File: src/rtl/oled_init_seq.sv
// oled_init_seq: SSD1306-class OLED power-up reset, init-command stream and display clear sequencer
// Ports: clk/rst_n clock and async active-low reset; start re-init request (honoured in DONE/ERROR);
// fill_pattern clear byte (latched leaving RST_HOLD); write_done SPI byte-complete pulse;
// oled_rst panel reset (active low); oled_dc 0=cmd 1=data; data/ena_write byte and one-cycle request;
// init_done/busy/timeout_err status derived from the registered state.
module oled_init_seq #(
  parameter int RST_CYCLES = 10,
  parameter int PAGES      = 8,
  parameter int COLS       = 128,
  parameter int WD_TIMEOUT = 1000
) (
  input  logic       clk,
  input  logic       rst_n,
  input  logic       start,
  input  logic [7:0] fill_pattern,
  input  logic       write_done,
  output logic       oled_rst,
  output logic       oled_dc,
  output logic [7:0] data,
  output logic       ena_write,
  output logic       init_done,
  output logic       busy,
  output logic       timeout_err
);
  localparam int RW = RST_CYCLES > 1 ? $clog2(RST_CYCLES) : 1;
  localparam int PW = PAGES > 1 ? $clog2(PAGES) : 1;
  localparam int CW = COLS > 1 ? $clog2(COLS) : 1;
  localparam int WW = $clog2(WD_TIMEOUT);
  localparam logic [7:0] INIT_TBL [25] = '{
    8'hAE, 8'hD5, 8'h80, 8'hA8, 8'h3F, 8'hD3, 8'h00, 8'h40, 8'h8D, 8'h14, 8'h20, 8'h02, 8'hA1,
    8'hC0, 8'hDA, 8'h12, 8'h81, 8'hCF, 8'hD9, 8'hF1, 8'hDB, 8'h40, 8'hA4, 8'hA6, 8'hAF};
  typedef enum logic [3:0] {
    RST_HOLD, CMD, CMD_WAIT, PG_CMD, PG_WAIT, DATA, DATA_WAIT, DONE, ERROR
  } state_t;
  state_t         state_q;
  logic [RW-1:0]  rst_cnt_q;
  logic [4:0]     idx_q;
  logic [1:0]     sub_q;
  logic [PW-1:0]  page_q;
  logic [CW-1:0]  col_q;
  logic [WW-1:0]  wd_q;
  logic [7:0]     fill_q, data_q;
  logic           oled_rst_q, dc_q, ena_q;
  logic           last_col, last_page, wd_exp, waiting;
  assign last_col  = col_q == CW'(COLS - 1);
  assign last_page = page_q == PW'(PAGES - 1);
  assign wd_exp    = wd_q == WW'(WD_TIMEOUT - 1);
  assign waiting   = state_q inside {CMD_WAIT, PG_WAIT, DATA_WAIT};
  always_ff @(posedge clk or negedge rst_n)
    if (!rst_n) begin
      state_q    <= RST_HOLD;
      rst_cnt_q  <= '0;
      idx_q      <= '0;
      sub_q      <= '0;
      page_q     <= '0;
      col_q      <= '0;
      wd_q       <= '0;
      fill_q     <= '0;
      data_q     <= '0;
      oled_rst_q <= 1'b0;
      dc_q       <= 1'b0;
      ena_q      <= 1'b0;
    end else begin
      ena_q <= 1'b0;
      case (state_q)
        RST_HOLD:
          if (rst_cnt_q == RW'(RST_CYCLES - 1)) begin
            fill_q     <= fill_pattern;
            oled_rst_q <= 1'b1;
            rst_cnt_q  <= '0;
            state_q    <= CMD;
          end else rst_cnt_q <= rst_cnt_q + 1'b1;
        CMD: begin
          ena_q   <= 1'b1;
          dc_q    <= 1'b0;
          data_q  <= INIT_TBL[idx_q];
          wd_q    <= '0;
          state_q <= CMD_WAIT;
        end
        PG_CMD: begin
          ena_q   <= 1'b1;
          dc_q    <= 1'b0;
          data_q  <= sub_q == 2'd0 ? 8'hB0 + 8'(page_q) : sub_q == 2'd1 ? 8'h00 : 8'h10;
          wd_q    <= '0;
          state_q <= PG_WAIT;
        end
        DATA: begin
          ena_q   <= 1'b1;
          dc_q    <= 1'b1;
          data_q  <= fill_q;
          wd_q    <= '0;
          state_q <= DATA_WAIT;
        end
        CMD_WAIT:
          if (write_done) begin
            idx_q   <= idx_q + 1'b1;
            state_q <= idx_q == 5'd24 ? PG_CMD : CMD;
          end
        PG_WAIT:
          if (write_done) begin
            sub_q   <= sub_q == 2'd2 ? 2'd0 : sub_q + 1'b1;
            col_q   <= '0;
            state_q <= sub_q == 2'd2 ? DATA : PG_CMD;
          end
        DATA_WAIT:
          if (write_done) begin
            col_q   <= last_col ? '0 : col_q + 1'b1;
            page_q  <= last_col && !last_page ? page_q + 1'b1 : page_q;
            state_q <= !last_col ? DATA : last_page ? DONE : PG_CMD;
          end
        DONE, ERROR:
          if (start) begin
            state_q    <= RST_HOLD;
            oled_rst_q <= 1'b0;
            rst_cnt_q  <= '0;
            idx_q      <= '0;
            sub_q      <= '0;
            page_q     <= '0;
            col_q      <= '0;
            wd_q       <= '0;
          end
        default: state_q <= RST_HOLD;
      endcase
      // Shared watchdog for all wait states; a write_done on the expiring cycle takes priority.
      if (waiting && !write_done) begin
        if (wd_exp) state_q <= ERROR;
        else wd_q <= wd_q + 1'b1;
      end
    end
  assign oled_rst    = oled_rst_q;
  assign oled_dc     = dc_q;
  assign data        = data_q;
  assign ena_write   = ena_q;
  assign init_done   = state_q == DONE;
  assign busy        = !(state_q inside {DONE, ERROR});
  assign timeout_err = state_q == ERROR;
endmodule

File: config.mk
export PLATFORM = sky130hd
export DESIGN_NAME = oled_init_seq
export DESIGN_NICKNAME = d
export VERILOG_FILES = /design/src/rtl/oled_init_seq.sv
export SDC_FILE = /design/constraint.sdc
export NUM_CORES = 1
export LEC_CHECK = 0
export ABC_AREA = 1
export BUFFER_PORTS_ARGS = -buffer_cell sky130_fd_sc_hd__buf_4
export CORE_MARGIN = 5
export CORE_UTILIZATION = 30
export DETAILED_ROUTE_END_ITERATION = 8
export GPL_TIMING_DRIVEN = 0
export HOLD_SLACK_MARGIN = 0.08
export SETUP_SLACK_MARGIN = 0.05
export SKIP_LAST_GASP = 1
export SYNTH_ARGS = -nofsm -noshare
export SYNTH_HDL_FRONTEND = slang
export SYNTH_SLANG_ARGS = --single-unit
File: constraint.sdc
create_clock -name clk -period 2.8 [get_ports clk]
set_clock_uncertainty 0.1 [all_clocks]
set_input_delay 0.42 -clock clk [delete_from_list [all_inputs] [get_ports clk]]
set_output_delay 0.42 -clock clk [all_outputs]
set_load 0.02 [all_outputs]
; After elaboration in Yosys (flattened, before gate mapping)
; Memories as Yosys holds them, arrays and structs flattened.
; Index checks and enable logic that the tools add are counted.
[op_classes]
n_eq_ne = 21
muxes = 45
reduce_logical = 26
add_sub_neg = 7
order_cmp = 1
bitwise = 1
[op_table]
columns = op, count
row1 = $mux W4, 9
row2 = $pmux W4 S8, 1
row3 = $mux W10, 3
row4 = $mux W7, 4
row5 = $mux W8, 3
row6 = $pmux W8 S3, 1
row7 = $pmux W7 S3, 1
row8 = $pmux W10 S2, 1
row9 = $mux W3, 6
row10 = $eq A4 B3 Y1 const B, 4
row11 = $mux W5, 3
row12 = $reduce_bool A2 Y1, 6
row13 = $add A10 B1 Y10 const B, 1
row14 = $eq A10 B10 Y1 const B, 1
row15 = $ne A2 B2 Y1 const B, 5
row16 = $pmux W5 S2, 1
row17 = $reduce_and A3 Y1, 3
row18 = $reduce_bool A3 Y1, 3
row19 = $add A8 B3 Y8 const A, 1
row20 = $eq A4 B2 Y1 const B, 2
row21 = $eq A4 B4 Y1 const B, 2
row22 = $mux W2, 4
row23 = $pmux W4 S2, 1
row24 = $reduce_and A4 Y1, 2
row25 = other kinds (25), 33
[word_totals]
regBits = 54
elab_cells = 114
mem_count = 1
output_inout_bits = 14
romBits = 256
inputBits = 12
[memory_table]
columns = memory, depth, word_bits, read_ports, rd_clocked_by_memory_dff, wr, line_no
row1 = (name not given), 32, 8, 1, 0, 0, 76  ; data_q <= INIT_TBL[idx_q];

; Longest topological paths before layout
; Gate-level depths: netlist of the first run.
[depth]
word_depth = 7
depth_mapped = 10
depth_no_buf = 10

; Least setup slack after synthesis of the first run
; Ideal clock, no wire load.
[synth_timing]
kind = register -> output
from = register state_q[0]
to = output port busy
t_arrival_ps = 1087
required_time_ps = 2280
path_stages_with_launch = 5
path_slack_ps = 1193
path_buffers = 0
path_cell_list = dfrtp_1 -> nor2_1 -> nand2_2 -> nand2_4 -> inv_1
[synth_via]
elab_chain_len = 3
elab_cells_between_ends = 4
cone_classes = eq/ne: 2 / reduce/logical: 2
[synth_lines]
columns = item, line_no
row1 = "start, declared", 35  ; state_t state_q;
row2 = "start signal, assigned", 97  ; state_q <= idx_q == 5'd24 ? PG_CMD : CMD;
row3 = "start signal, assigned", 103  ; state_q <= sub_q == 2'd2 ? DATA : PG_CMD;
row4 = "start signal, assigned", 109  ; state_q <= !last_col ? DATA : last_page ? DONE : PG_CMD;
row5 = $eq A4 B3 Y1 / $eq A4 B4 Y1 (equally long branches), 135  ; assign busy = !(state_q inside {DONE, ERROR});
row6 = $reduce_bool A2 Y1 *, 135
row7 = $logic_not A1 Y1 *, 135
row8 = "end, declared", 22  ; output logic busy,
; Every way passes the cells marked *; elsewhere a longest branch is shown, timed or not.

; Worst setup path in the final report of the first run
; Same ends and word-level chain as after synthesis.

==> reports/summary.log, run 1 <==
[placement] placer's final routability congestion estimate 0.881
[critical_path] crit-path cells nor2_1, nand2_2, nand2_4, inv_1, buf_4
[floorplanning] effective utilization at floorplan 30.2%
[clock_tree] clock sink total 54
[timing] maximum clock frequency 0.428 GHz
[global_routing] all-layer global routing usage 13.2%
[synthesis] share of synthesized registers carrying an async set or reset 100%
[synthesis] number of flops mapped to enable cells by yosys 0
[synthesis] post-synthesis sequential area ratio 39.5%
[clock_tree] TritonCTS clock tree done
[placement] number of I/O port buffers 25
[global_routing] initial antenna violation count 0
[flow_run] total of max-cap violations 0
[pwr] worst voltage drop across the vdd grid 0.274 mV
[timing] unrepaired setup endpoints after global routing no
[routing] via-per-instance ratio 4.80
[clock_tree] total setup buffers inserted after CTS 0
[global_routing] GR met3 Demand/Resource 2.52%
[clock_tree] post-CTS sizing 0
[placement] DP Wirelength 6390 um
[timing] number of setup violations in the final report 0
[clock_tree] clock latency on the worst-skew pair 0.29 ns
[synthesis] warning count from the yosys run 0
[synthesis] count of mapped cells out of synthesis 499
[timing] sum of negative setup slack 0 ns
[floorplanning] die outline area 13600 um^2
[layout] Diodes inserted 0
[critical_path] reg2reg setup slack 0.81 ns
[layout] layout overhead on the synthesized area 15.6%
[critical_path] Crit. End Element output pin
[critical_path] slowest stage cell on the critical path dfrtp_1
[critical_path] capture point of the worst reg-to-reg path col_q[2]
[critical_path] Data arrival, critical path 1.82 ns
[min_path] classification of the worst-slack hold path primary input to asynchronous set/reset pin
[floorplanning] area of the core region 11300 um^2
[floorplanning] ports placed on the boundary 26
[critical_path] maximum single-stage delay on the critical path 0.43 ns
[layout] most common cell after layout, fill and taps aside nand2_1
[layout] share of cells above drive strength 1 9.40%
[synthesis] dominant synthesized flop cell dfrtp_1
[timing] headroom to the max-slew limit 54.2%
[clock_tree] number of hold buffers added after CTS 0
[routing] Pre-antenna DRT Iters 4
[critical_path] kind of cell adding the most delay to the critical path simple AND/OR/NAND/NOR gates
[critical_path] CP Launch Type register
[synthesis] Yosys reg bits 54
[global_routing] vias in the first global route 3075
[routing] mean routed wirelength per cell 12.4 um
[floorplanning] total number of placement rows 39
[pwr] Leak 0.00206 uW
[critical_path] number of buffers and inverters on the critical path 2
[layout] commonest non-fill, non-tap cells in the layout 170 x nand2_1, 61 x nor2_1, 54 x dfrtp_1
[synthesis] Synth Area per Inst 6.86 um^2
[synthesis] synthesized cell area 3420 um^2
[global_routing] grt met2 use 20.4%
[layout] number of nets in the finished design 555
[timing] slew at the pin closest to its max-slew limit 0.687 ns
[routing] total wire length 8370 um
[pwr] power per standard cell area 871 nW/um^2
[clock_tree] cell at the root of the clock tree clkbuf_16
[global_routing] wire length of the first global-routing pass 14600 um
[timing] final hold violations 0
[global_routing] largest net degree at the start of global routing 55
[global_routing] layer carrying the most global-route usage met2
[critical_path] Reg2Reg Launch Point state_q[3]
[clock_tree] total clock buffers created by CTS 5
[critical_path] WP data required 2.28 ns
[routing] vias post-DR 3237
[clock_tree] clock-pin slew on the worst setup and hold paths 0.08 ns
[routing] DRC Markers 0
[layout] fillcell total 1194
[timing] Final period util 83.5%
[critical_path] top fanout value on the critical path 7
[timing] final critical delay including setup and external delays 2.34 ns
[floorplanning] floorplan die width 117 um
[clock_tree] buffer levels on the longest clock path 2
[synthesis] Syn Nets 523
[run_status] run status complete, no violations
[global_routing] GR Overflow Total 0
[critical_path] r2r worst-path depth 8
[routing] number of DRC markers after the initial detailed-route iteration 253
[timing] final-layout worst hold slack 0.0690 ns
[clock_tree] H-tree Lvls 2
[routing] ANT nets after route 0
[synthesis] synth unique cells 33
[global_routing] met1 GRT Util 19.1%
[timing] max-slew violation count 0
[critical_path] category of the critical setup timing path register to output pin
[floorplanning] die extent in y 117 um
[where the power goes]
part	switching (uW)	internal [uW]	total, uW
registers	181	1020	1200
clock network	296	424	720
logic	990	536	1530
[metrics by stage]
step | std cells | setup slack (ns) | power, uW | area (um^2) | util [%]
final | 675 | 0.463 | 3450 | 3960 | 35.0
after global routing | 675 | 0.288 | 3750 | 3960 | 35.0
after CTS | 675 | 0.439 | 3470 | 3960 | 35.0
after detailed placement | 667 | 0.764 | 2740 | 3790 | 33.5
after global placement | 667 | 0.770 | 2710 | 3790 | 33.5
after floorplan | 499 | 1.19 | 2280 | 3420 | -
[per-layer routing]
layer | vias to the layer above | part of all wire [%]
met1 | 1489 | 50
met4 | 0 | 0.91
li1 | 1667 | -
met2 | 75 | 44
met3 | 6 | 4.2
met5 | - | 0
[synthesized netlist by cell type, types with 2 or more instances]
cell,instances,area (um^2)
a21oi_1,15,75.1
and3_1,3,18.8
clkbuf_1,3,11.3
clkinv_1,2,7.51
dfrtp_1,54,1350
ha_1,12,150
inv_1,50,188
inv_2,2,7.51
nand2_1,170,638
nand2_2,5,31.3
nand2_4,2,22.5
nand3_1,50,250
nand3b_1,4,30.0
nand4_1,9,56.3
nor2_1,61,229
nor2_2,2,12.5
nor3_1,2,10.0
o211ai_1,2,15.0
o21ai_0,29,145
o21ai_1,4,20.0
o21bai_1,2,15.0
o22ai_1,2,12.5
xnor2_1,4,35.0
[sequential cells by signal (all words and copies together) (netlist names)]
name / count
rst_cnt_q: 4
data: 8
col_q: 7
oled_dc: 1
oled_rst: 1
sub_q: 2
ena_write: 1
wd_q: 10
fill_q: 8
page_q: 3
state_q: 4
idx_q: 5
[worst max-delay path by stage]
stage	start	end	slack (ns)	cells after the start
2_1_floorplan	state_q[0]	busy	1.19	4
3_3_place_gp	state_q[0]	busy	0.77	5
3_5_place_dp	state_q[0]	busy	0.76	5
4_1_cts	state_q[0]	busy	0.44	5
5_1_grt	state_q[0]	busy	0.29	5
6_report	state_q[0]	busy	0.46	5
[kinds of logic after synthesis]
logic type	count (synthesis)	share of synthesized area, %
simple gates	309	38.3
buf+inv	60	6.94
compound gates	59	9.65
flops	54	39.5
fa+ha+maj	12	4.39
xor+xnor	5	1.28
[area by class of cell]
| cell class | instances | area [um^2] | area share (%) |
|---|---|---|---|
| Clock buffer | 5 | 125 | 3.16 |
| Tap cell | 143 | 179 | 4.52 |
| Sequential cell | 54 | 1350 | 34.1 |
| Timing Repair Buffer | 25 | 188 | 4.74 |
| Multi-Input combinational cell | 385 | 1830 | 46.3 |
| Clock inverter | 3 | 43.8 | 1.11 |
| Inverter | 54 | 203 | 5.12 |
| Buffer | 6 | 35.0 | 0.885 |
Power figures use the tool's default switching activity.
==> inputs of run 2 (changes only) <==
Settings changed: ABC_AREA 1 to 0.
Clock period 2.8 ns to 2 ns, I/O delays scaled along.
==> run 2 against run 1 <==
  * Clock-buffer cell count grew 1
  * Combinational power grew 97%
  * Design area grew 6.0%
==> reports/summary.log, run 2 <==
[layout] Design Area, Final 4200 um^2
[timing] headroom to the max-slew limit 52.0%
[run_status] run status complete, no violations
[critical_path] Crit. End Element register
[global_routing] largest net degree at the start of global routing 55
[clock_tree] clock latency on the worst-skew pair 0.29 ns
[synthesis] Yosys reg bits 54
[timing] max-slew violation count 0
[placement] placed cells 535
[critical_path] category of the critical setup timing path register to register
[critical_path] maximum single-stage delay on the critical path 0.49 ns
[synthesis] Synth area leaders dfrtp_1 38%, ha_1 4.3%, mux2_4 3.4%, a21oi_1 3.1%, mux2i_1 2.6%
[timing] number of setup violations in the final report 0
[timing] final hold violations 0
[critical_path] kind of cell adding the most delay to the critical path simple AND/OR/NAND/NOR gates
[placement] placer's final routability congestion estimate 0.808
[critical_path] crit-path cells buf_6, nor2_2, or4b_4, buf_12, mux2_4
[pwr] power per standard cell area 1400 nW/um^2
[clock_tree] clock-pin slew on the worst setup and hold paths 0.07 ns
[critical_path] number of buffers and inverters on the critical path 2
[layout] share of cells above drive strength 1 22.9%
[synthesis] synthesized cell area 3510 um^2
[placement] number of I/O port buffers 24
[clock_tree] clock sink total 54
[floorplanning] ports placed on the boundary 26
[placement] placed inst area 3870 um^2
[floorplanning] die outline area 14000 um^2
[routing] total wire length 9040 um
[global_routing] all-layer global routing usage 13.2%
[synthesis] post-synthesis sequential area ratio 38.4%
[critical_path] source of the critical timing path state_q[0]
[layout] number of nets in the finished design 430
[floorplanning] die extent in y 118 um
[global_routing] GR Overflow Total 0
[global_routing] initial antenna violation count 0
[floorplanning] floorplan die width 118 um
[routing] via-per-instance ratio 5.41
[layout] Layout Cells excl Fill 549
[layout] register name with the most flops wd_q
[critical_path] r2r worst-path depth 5
[pwr] worst voltage drop across the vdd grid 0.754 mV
[clock_tree] cell at the root of the clock tree clkbuf_16
[synthesis] top cells by instance count after synthesis 54 x dfrtp_1, 24 x nor2_1, 22 x a21oi_1, 21 x nand2_1, 18 x nand3_1
[timing] final critical delay including setup and external delays 1.91 ns
[pwr] Design Power 5880 uW
[critical_path] instance count on the critical path 5
[layout] fillcell total 1147
[critical_path] WP data required 2.08 ns
[pwr] Leak 0.00176 uW
[clock_tree] buffer levels on the longest clock path 2
[routing] vias post-DR 2972
[synthesis] Syn Nets 392
[routing] ANT nets after route 0
[timing] slew at the pin closest to its max-slew limit 0.720 ns
[critical_path] top fanout value on the critical path 10
[placement] Post-Place Worst Slack -0.181 ns
[synthesis] synth unique cells 72
[clock_tree] total clock buffers created by CTS 5
[synthesis] number of flops mapped to enable cells by yosys 0
[timing] min setup slack post-route 0.0887 ns
[layout] commonest non-fill, non-tap cells in the layout 53 x dfrtp_1, 31 x buf_4, 23 x nor2_1
[layout] most common cell after layout, fill and taps aside dfrtp_1
[synthesis] most numerous cell in the Yosys netlist dfrtp_1
[critical_path] Data arrival, critical path 1.99 ns
[timing] unrepaired setup endpoints after global routing yes
[synthesis] Synth Area per Inst 9.55 um^2
[floorplanning] total number of placement rows 39
[timing] Final period util 95.6%
[critical_path] capture point of the worst reg-to-reg path fill_q[7]
[floorplanning] area of the core region 11500 um^2
[global_routing] wire length of the first global-routing pass 15600 um
[synthesis] top cell type by total area after synthesis dfrtp_1
[critical_path] Reg2Reg Launch Point state_q[0]
[layout] flip-flop count of the largest register, all copies and words added 10
[synthesis] area share of the largest cell type after synthesis 38.4%
[routing] number of DRC markers after the initial detailed-route iteration 208
[global_routing] vias in the first global route 3059
[clock_tree] H-tree Lvls 2
[synthesis] share of synthesized registers carrying an async set or reset 100%
[synthesis] count of mapped cells out of synthesis 368
[routing] mean routed wirelength per cell 16.5 um
[placement] DP Wirelength 6230 um
[min_path] classification of the worst-slack hold path primary input to register
[critical_path] slowest stage cell on the critical path or4b_4
[flow_run] total of max-cap violations 0
[synthesis] dominant synthesized flop cell dfrtp_1
[layout] layout overhead on the synthesized area 19.4%
[routing] Pre-antenna DRT Iters 4
[critical_path] reg2reg setup slack 0.09 ns
[layout] Diodes inserted 0
[critical_path] CP Launch Type register
[timing] maximum clock frequency 0.523 GHz
[synthesis] warning count from the yosys run 0
[critical_path] end point of the critical path fill_q[7]
[floorplanning] effective utilization at floorplan 30.6%
[timing] sum of negative setup slack 0 ns
[routing] DRC Markers 0
[clock_tree] TritonCTS clock tree done
run 2: cell types whose count changed after synthesis, moves of 8 or more:
cell / delta
nand3_1: -32
o21ai_0: -15
inv_1: -37
mux2i_1: +9
nand2_1: -149
nor2_1: -37
mux2_4: +8
nand2b_1: +9
nor2b_1: +9
run 2: cell families after synthesis:
kind of cell | count (synthesis) | synth area share, %
buffers and inverters | 35 | 5.05
DFF | 54 | 38.4
muxes | 19 | 6.62
adders and majority gates | 12 | 4.27
and+or+nand+nor | 150 | 26.6
xor gates and xnor gates | 8 | 1.99
AOI/OAI and AO/OA | 90 | 17.0
run 2: stage by stage:
| step | hold WS, ns | util [%] |
|---|---|---|
| 3_3_place_gp | 0.301 | 33.8 |
| 3_5_place_dp | 0.310 | 33.8 |
| 6_report | 0.135 | 36.6 |
| 2_1_floorplan | -0.0956 | - |
| 4_1_cts | 0.128 | 36.1 |
| 5_1_grt | 0.128 | 36.6 |
run 2: final cells by class:
class	count	area, um^2	area share (%)
Buffer	21	143	3.40
Tap cell	143	179	4.26
Inverter	14	52.6	1.25
Timing Repair Buffer	31	251	5.99
Clock buffer	6	139	3.31
Multi-Input combinational cell	279	2050	48.8
Sequential cell	54	1350	32.2
Clock inverter	1	30.0	0.716
run 2: per-layer routing:
metal / vias up / part of all wire (%) / GRT usage (%)
met2: 76 / 46 / 20.0
li1: 1427 / - / -
met4: 0 / 1.1 / 3.73
met5: - / 0 / 0
met1: 1458 / 47 / 18.7
met3: 11 / 5.3 / 3.20
run 2: what timing repair did:
item,CTS,global route
resized for setup,8,19
endpoints found under the hold margin,54,0
buffers inserted,6,0
setup endpoints to repair,21,36
hold buffers,1,0
pin swaps,2,2
run 2: report_power, final:
| group | internal, uW | leakage (uW) | switching [uW] |
|---|---|---|---|
| clock | 619 | 0.0000829 | 393 |
| combinational | 1380 | 0.00101 | 1630 |
| sequential | 1480 | 0.000669 | 370 |
| total | 3490 | 0.00176 | 2390 |
run 2: how the worst min path moves through the flow:
stage / startpoint / end / slack [ns] / cells after the start
after CTS: fill_pattern[6] / fill_q[6] / 0.13 / 2
after detailed placement: rst_n / ena_write / 0.31 / 1
after global placement: rst_n / ena_write / 0.30 / 1
after global routing: fill_pattern[6] / fill_q[6] / 0.13 / 2
after floorplan: rst_n / col_q[0] / -0.1 / 0
final: fill_pattern[6] / fill_q[6] / 0.13 / 2
==> inputs of run 3 (changes only) <==
Settings changed: PLACE_DENSITY set to 0.47.
==> run 3 against run 2 <==
  * Combinational power increased by 3%
  * First-iteration DRC count decreased by 25%
  * Clock power decreased by 9%
  * Die area unchanged
  * Cell count increased by 1.6%
  * Critical endpoint is now fill_q[4]
  * Critical path type unchanged
==> reports/summary.log, run 3 (same netlist as run 2, synthesis figures left out) <==
[run_status] run status complete, no violations
[min_path] classification of the worst-slack hold path primary input to register
[routing] via-per-instance ratio 5.30
[floorplanning] die outline area 14000 um^2
[layout] commonest non-fill, non-tap cells in the layout 52 x dfrtp_1, 39 x buf_4, 23 x nor2_1
[critical_path] top fanout value on the critical path 10
[critical_path] CP Launch Type register
[timing] maximum clock frequency 0.519 GHz
[min_path] terminating pin of the worst hold path fill_q[0]
[critical_path] r2r worst-path depth 6
[min_path] depth of the worst hold-timing path 2
[floorplanning] total number of placement rows 39
[pwr] power per standard cell area 1380 nW/um^2
[floorplanning] ports placed on the boundary 26
[flow_run] total of max-cap violations 0
[floorplanning] floorplan die width 118 um
[global_routing] wire length of the first global-routing pass 15600 um
[timing] slew at the pin closest to its max-slew limit 0.737 ns
[timing] headroom to the max-slew limit 50.9%
[placement] number of I/O port buffers 24
[critical_path] capture point of the worst reg-to-reg path fill_q[4]
[routing] vias post-DR 2957
[floorplanning] effective utilization at floorplan 30.6%
[timing] final critical delay including setup and external delays 1.93 ns
[routing] total wire length 9390 um
[routing] ANT nets after route 0
[layout] most common cell after layout, fill and taps aside dfrtp_1
[global_routing] vias in the first global route 2929
[routing] DRC Markers 0
[timing] final hold violations 0
[routing] mean routed wirelength per cell 16.8 um
[min_path] launch point of the worst hold path fill_pattern[0]
[global_routing] largest net degree at the start of global routing 55
[clock_tree] clock sink total 54
[critical_path] Reg2Reg Launch Point rst_cnt_q[1]
[clock_tree] clock latency on the worst-skew pair 0.30 ns
[layout] Layout Cells excl Fill 558
[clock_tree] buffer levels on the longest clock path 2
[floorplanning] die extent in y 118 um
[floorplanning] area of the core region 11500 um^2
[layout] number of nets in the finished design 438
[layout] register name with the most flops wd_q
[layout] fillcell total 1176
[timing] Final period util 96.3%
[timing] max-slew violation count 0
[layout] area occupied by multi-input gates 2060 um^2
[layout] share of cells above drive strength 1 24.6%
[clock_tree] total clock buffers created by CTS 5
[critical_path] reg2reg setup slack 0.07 ns
[clock_tree] clock-pin slew on the worst setup and hold paths 0.07 ns
[placement] placed cells 535
[layout] layout overhead on the synthesized area 21.1%
[layout] footprint of the flip-flops and latches 1350 um^2
[timing] sum of negative setup slack 0 ns
[global_routing] GR Overflow Total 0
[clock_tree] TritonCTS clock tree done
[pwr] Leak 0.00179 uW
[routing] Pre-antenna DRT Iters 4
[clock_tree] H-tree Lvls 2
[placement] placer's final routability congestion estimate 0.825
[pwr] worst voltage drop across the vdd grid 0.564 mV
[placement] DP Wirelength 6510 um
[global_routing] initial antenna violation count 0
[clock_tree] cell at the root of the clock tree clkbuf_16
[layout] flip-flop count of the largest register, all copies and words added 10
[critical_path] category of the critical setup timing path register to register
[routing] number of DRC markers after the initial detailed-route iteration 155
[layout] Diodes inserted 0
[critical_path] Crit. End Element register
[critical_path] WP data required 2.08 ns
[critical_path] Data arrival, critical path 2.01 ns
[timing] unrepaired setup endpoints after global routing yes
[timing] number of setup violations in the final report 0
[global_routing] all-layer global routing usage 13.5%
run 3: cell count changes in the layout (fill, tap and decap cells not counted), sizes merged:
cell	previous run	this run
clkinvlp	0	1
clkbuf	14	15
bufinv	1	0
buf	43	50
clkinv	0	1
run 3: per-stage QoR:
step | total power [uW] | worst slack (ns) | instance area, um^2 | hold WS, ns | util [%]
after CTS | 5770 | 0.0760 | 4110 | 0.120 | 35.8
final | 5880 | 0.0731 | 4260 | 0.128 | 37.1
after global placement | 4710 | -0.169 | 3870 | 0.315 | 33.8
after global routing | 6370 | 0.00556 | 4260 | 0.122 | 37.1
after detailed placement | 4740 | -0.179 | 3870 | 0.323 | 33.8
after floorplan | 3910 | 0.117 | 3510 | -0.0956 | -
run 3: worst max-delay path, cell delays in order, from the launching register on:
cell      delay (ns)
dfrtp_1         0.37
inv_1           0.05
ha_1            0.16
nand3b_1        0.11
or4b_4          0.54
buf_12          0.17
mux2_4          0.30
run 3: worst max-delay path by stage:
stage,from,to,slack [ns],cells past startpoint
4_1_cts,rst_cnt_q[1],fill_q[4],0.08,6
2_1_floorplan,idx_q[1],data[6],0.12,7
6_report,rst_cnt_q[1],fill_q[4],0.07,6
3_3_place_gp,idx_q[1],data[6],-0.17,7
5_1_grt,rst_cnt_q[1],fill_q[3],0.006,6
3_5_place_dp,idx_q[1],data[6],-0.18,7
run 3: routing by layer:
| metal | up-vias | part of all wire, % | track usage [%] |
|---|---|---|---|
| met4 | 0 | 1.5 | 3.51 |
| met1 | 1421 | 50 | 19.7 |
| met3 | 12 | 4.8 | 2.77 |
| met2 | 74 | 43 | 20.3 |
| met5 | - | 0 | 0 |
| li1 | 1450 | - | - |
run 3: timing repair:
item	CTS	global route
hold endpoints to repair	54	0
setup endpoints to repair	29	31
hold buffers	1	0
setup buffers	5	9
gates resized for setup	9	32
pin swaps	2	5
run 3: layout make-up:
type,count,share of cell area (%)
timing repair buffer,39,7.11
sequential,54,31.8
clock buffer,6,3.26
buffer,21,3.62
inverter,14,1.29
tap,143,4.20
multi-input combinational,279,48.4
clock inverter,2,0.294
run 3: power breakdown:
group	switching [uW]	total (uW)	internal (uW)
registers	377	1860	1490
logic	1650	3090	1440
clock network	426	923	498
